## config.mk

```make
export PLATFORM = sky130hd
export DESIGN_NAME = alu_sequencer
export DESIGN_NICKNAME = d
export VERILOG_FILES = /design/src/rtl/alu_sequencer.sv
export SDC_FILE = /design/constraint.sdc
export NUM_CORES = 1
export LEC_CHECK = 0
export CAP_MARGIN = 20
export CORE_MARGIN = 2
export CORE_UTILIZATION = 50
export CTS_CLUSTER_SIZE = 20
export DETAILED_ROUTE_END_ITERATION = 8
export MAX_ROUTING_LAYER = met4
export PLACE_DENSITY = 0.86
export SYNTH_ARGS = -nofsm -noshare
export SYNTH_HDL_FRONTEND = slang
export SYNTH_SLANG_ARGS = --single-unit
```

## constraint.sdc

```tcl
create_clock -name clk -period 2.2 [get_ports clk]
set_input_delay 0.22 -clock clk [delete_from_list [all_inputs] [get_ports clk]]
set_output_delay 0.22 -clock clk [all_outputs]
set_load 0.1 [all_outputs]
```

## src/rtl/alu_sequencer.sv

```systemverilog
// Issue/writeback stage feeding a combinational 4-bit ALU: instruction FIFO, 4x4 register file, valid/ready result port.
// Optional overflow trap enabled by defining ALU_SEQ_OVF_TRAP_EN.
module alu_sequencer #(
  parameter int FIFO_DEPTH = 4
) (
  input  logic        clk,
  input  logic        rst_n,
  input  logic        in_valid,
  output logic        in_ready,
  input  logic [10:0] in_instr,
  output logic [3:0]  alu_a,
  output logic [3:0]  alu_b,
  output logic [3:0]  alu_opcode,
  input  logic [3:0]  alu_out,
  input  logic        alu_z,
  input  logic        alu_c,
  input  logic        alu_v,
  input  logic        alu_p,
  output logic        res_valid,
  input  logic        res_ready,
  output logic [3:0]  res_data,
  output logic [3:0]  res_flags,
  output logic [1:0]  res_dst,
  output logic        busy,
  output logic        trap
);

  localparam int PW = (FIFO_DEPTH > 1) ? $clog2(FIFO_DEPTH) : 1;
  localparam int CW = PW + 1;

  typedef enum logic [1:0] {IDLE, EXEC, RESP} state_e;

  state_e        state_q;
  logic [10:0]   fifo_q [FIFO_DEPTH];
  logic [PW-1:0] wr_ptr_q, wr_ptr_d;
  logic [PW-1:0] rd_ptr_q, rd_ptr_d;
  logic [CW-1:0] count_q, count_d;
  logic          push, pop, full, empty;
  logic [10:0]   head;

  logic [3:0]    rf_q [4];
  logic [3:0]    alu_a_q, alu_b_q, alu_opcode_q;
  logic [1:0]    dst_q;
  logic [3:0]    res_data_q, res_flags_q;
  logic [1:0]    res_dst_q;
  logic          res_valid_q;
  logic          ovf_trap;

  assign full     = (count_q == CW'(FIFO_DEPTH));
  assign empty    = (count_q == '0);
  assign in_ready = !full;
  assign push     = in_valid && !full;
  assign pop      = (state_q == IDLE) && !empty;
  assign head     = fifo_q[rd_ptr_q];

  always_comb begin
    wr_ptr_d = push ? wr_ptr_q + PW'(1) : wr_ptr_q;
    rd_ptr_d = pop  ? rd_ptr_q + PW'(1) : rd_ptr_q;
    count_d  = count_q;
    case ({push, pop})
      2'b10:   count_d = count_q + CW'(1);
      2'b01:   count_d = count_q - CW'(1);
      default: count_d = count_q;
    endcase
  end

  always_ff @(posedge clk or negedge rst_n) begin
    if (!rst_n) begin
      wr_ptr_q <= '0;
      rd_ptr_q <= '0;
      count_q  <= '0;
    end else begin
      wr_ptr_q <= wr_ptr_d;
      rd_ptr_q <= rd_ptr_d;
      count_q  <= count_d;
    end
  end

  // Storage needs no reset: occupancy alone decides what is valid.
  always_ff @(posedge clk) begin
    if (push) fifo_q[wr_ptr_q] <= in_instr;
  end

`ifdef ALU_SEQ_OVF_TRAP_EN
  logic trap_q;

  assign ovf_trap = (state_q == EXEC) && (alu_opcode_q[3:2] == 2'b01) && alu_v;

  always_ff @(posedge clk or negedge rst_n) begin
    if (!rst_n)        trap_q <= 1'b0;
    else if (ovf_trap) trap_q <= 1'b1;
  end

  assign trap = trap_q;
`else
  assign ovf_trap = 1'b0;
  assign trap     = 1'b0;
`endif

  // LOADs retire in IDLE without leaving it; ALU ops walk IDLE -> EXEC -> RESP.
  always_ff @(posedge clk or negedge rst_n) begin
    if (!rst_n) begin
      state_q      <= IDLE;
      alu_a_q      <= '0;
      alu_b_q      <= '0;
      alu_opcode_q <= '0;
      dst_q        <= '0;
      res_data_q   <= '0;
      res_flags_q  <= '0;
      res_dst_q    <= '0;
      res_valid_q  <= 1'b0;
      for (int i = 0; i < 4; i++) rf_q[i] <= '0;
    end else begin
      case (state_q)
        IDLE: begin
          if (!empty) begin
            if (head[10]) begin
              rf_q[head[5:4]] <= head[3:0];
            end else begin
              alu_a_q      <= rf_q[head[3:2]];
              alu_b_q      <= rf_q[head[1:0]];
              alu_opcode_q <= head[9:6];
              dst_q        <= head[5:4];
              state_q      <= EXEC;
            end
          end
        end
        EXEC: begin
          res_data_q  <= alu_out;
          res_flags_q <= {alu_z, alu_c, alu_v, alu_p};
          res_dst_q   <= dst_q;
          res_valid_q <= 1'b1;
          if (!ovf_trap) rf_q[dst_q] <= alu_out;
          state_q     <= RESP;
        end
        RESP: begin
          if (res_ready) begin
            res_valid_q <= 1'b0;
            state_q     <= IDLE;
          end
        end
        default: state_q <= IDLE;
      endcase
    end
  end

  assign alu_a      = alu_a_q;
  assign alu_b      = alu_b_q;
  assign alu_opcode = alu_opcode_q;
  assign res_valid  = res_valid_q;
  assign res_data   = res_data_q;
  assign res_flags  = res_flags_q;
  assign res_dst    = res_dst_q;
  assign busy       = (state_q != IDLE) || !empty;

endmodule

```

==> summary.txt <==
Status - complete, no violations
Antenna violations before repair - 0
Mux share of post-synthesis cell area - 20.6%
Global Route Usage Sum - 20.5%
Setup-failing EPs final - 0
Drt drc - 0
Max-cap viol count - 0
Ports - 49
Post-synthesis sequential area ratio - 61.3%
CTS Buf Count - 9
Clock sinks - 94
Syn Area/Cell - 15.0 um2
Synth Register Bits - 94
Distinct cells, synth - 32
CP arrival - 2.27 ns
Fin crit share - 91.3%
Final GP Congestion - 0.891
Total gr overflow - 0
Nets - 371
Actual slew at the worst max-slew pin - 0.799 ns
Fill cell count - 625
Slew Viols, Final - 0
Critical path endpoint category - register
Post-CTS Setup Bufs - 0
Post-Synthesis Cell Area - 4200 um2
DR vias/cell - 5.56
Largest family of logic cells by synthesized area - multiplexers
Initial DRC Count - 179
Crit-path max FO - 9
Die Y-Extent - 95.6 um
Class of the worst hold path - in2async
Post-Synth Adder-Cell Area - 1.97%
Crit path time final - 2.01 ns
Vias in the first global route - 2639
Port bufs - 47
Most frequent cells in the layout - dfrtp_1, edfxtp_1, nand2_1
Synth warnings - 0
Hpwl dp - 5.97 mm
Final hold violations - 0
1st-pass router iterations - 4
Sum Neg Setup Slack - 0 ns
Required @ worst endpoint - 2.46 ns
Post-Synth XOR/XNOR Area - 1.25%
Maximum clock path buffer count - 2
N_diodes - 0
Fmax - 498 MHz
Routed WL per cell - 18.2 um
Initial Utilization - 51.3%
First-pass GRT wire length - 13.3 mm
Share of cells above drive strength 1 - 30.0%
Cell count after synthesis - 280
Simple-gate share of the synthesized area - 7.54%
Startpoint Class - register
Pin count of the biggest net entering global routing - 24
Die area - 9140 um2
Post-route ant nets - 0
Core area - 8180 um2
TritonCTS clock tree - built
Syn nets - 309
Post-synthesis compound-gate area fraction - 4.17%
P&R area growth vs syn - 19.1%
Unrepaired setup endpoints after global routing - false
CTS H-tree lvls - 3
Clock skew - 0.0138 ns
Slew headroom - 46.6%
Critical path class - reg2reg
Row count - 33
Via count - 2512
Commonest non-fill, non-tap cell in the layout - dfrtp_1
Die Width - 95.6 um
Worst-path clk slew - 0.10 ns
Clk root buf - clkbuf_8
Drt total wl - 8.24 mm
Later-pin clock latency in the skew report - 0.36 ns
## cell families (layout without fill, tap and decap cells)
group | Yosys count | after routing
flops | 94 | 94
fa+ha+maj | 6 | 6
mux | 63 | 63
compound gates | 23 | 23
xor+xnor | 6 | 6
other cells | 1 | 1
buf+inv | 22 | 89
simple gates | 65 | 65
## cell type report
cell class	count	area, um2	area share, %
Sequential cell	94	2570	51.5
Multi-Input combinational cell	164	1510	30.2
Timing Repair Buffer	62	518	10.4
Tap cell	105	131	2.63
Clock buffer	9	124	2.48
Clock inverter	7	97.6	1.95
Inverter	11	41.3	0.826
## sequential cells by signal, summed over array words and instances (netlist names)
register / cells
fifo_q: 44
rf_q: 16
alu_a: 4
alu_b: 4
alu_opcode: 4
res_data: 4
res_flags: 4
count_q: 3
dst_q: 2
rd_ptr_q: 2
res_dst: 2
state_q: 2
wr_ptr_q: 2
res_valid: 1
## worst paths after layout
check	start	to	slack, ns	cells past startpoint
setup / recovery	rd_ptr_q[0]$_DFFE_PN0P_	alu_a[0]$_DFFE_PN0P_	0.19	5
hold / removal	rst_n	alu_opcode[2]$_DFFE_PN0P_	0.27	2
setup reg to reg	rd_ptr_q[0]$_DFFE_PN0P_	alu_a[0]$_DFFE_PN0P_	0.19	5
hold reg to reg	res_dst[0]$_DFFE_PN0P_	res_dst[0]$_DFFE_PN0P_	0.48	2
max in group asynchronous	rst_n	rf_q[9]$_DFFE_PN0P_	1.31	3
min in group clk	alu_v	res_flags[1]$_DFFE_PN0P_	0.38	3
## critical path, stage by stage (launching register included)
cell	delay [ns]
dfrtp_2	0.45
buf_4	0.17
mux4_2	0.68
mux2i_1	0.23
mux2i_1	0.11
mux2_2	0.27
## layer usage
layer / vias up / track usage [%] / wire, um
met1: 1272 / 24.8 / 3520
met2: 68 / 34.0 / 4260
met5: - / - / 0
met4: 0 / 8.69 / 114
li1: 1159 / - / -
met3: 13 / 3.72 / 346
## timing repair
item	4_1_cts	5_1_grt
hold buffers	1	0
endpoints found under the hold margin	12	0
gates resized for setup	0	2
setup endpoints to repair	0	2
## per-stage QoR
| stage | hold slack [ns] | instance area (um2) | instances | util [%] | setup slack (ns) |
|---|---|---|---|---|---|
| after floorplan | -0.0756 | 4210 | 280 | - | 0.0224 |
| after global placement | 0.134 | 4760 | 435 | 58.3 | 0.198 |
| after detailed placement | 0.138 | 4760 | 435 | 58.3 | 0.103 |
| after CTS | 0.276 | 5000 | 452 | 61.1 | 0.0794 |
| after global routing | 0.285 | 5000 | 452 | 61.1 | 0.0325 |
| final | 0.266 | 5000 | 452 | 61.1 | 0.191 |
## cells in the mapped netlist
cell,count,area share [%]
dfrtp_1,50,30
edfxtp_1,44,31
nand2_1,42,3.8
mux2i_1,25,6.0
mux2_4,17,6.1
o22ai_1,13,1.9
inv_1,11,0.98
mux4_2,11,5.9
mux2_2,10,2.7
buf_6,5,1.3
ha_1,5,1.5
and3_1,4,0.60
clkbuf_1,4,0.36
nand2b_1,4,0.60
nor2_1,4,0.36
o221ai_1,4,0.83
nor3_1,3,0.36
xnor2_1,3,0.63
xor2_1,3,0.63
buf_4,2,0.36
nand2b_4,2,0.66
nand3_1,2,0.24
o21ai_0,2,0.24
o22a_4,2,0.83
a21oi_1,1,0.12
a31o_2,1,0.21
and2_1,1,0.15
conb_1,1,0.089
fa_1,1,0.48
nand3b_1,1,0.18
nor2b_1,1,0.15
nor4_4,1,0.51
Power is not shown: default switching activity piles up to over one toggle a cycle in this logic, so the estimate is an artifact.
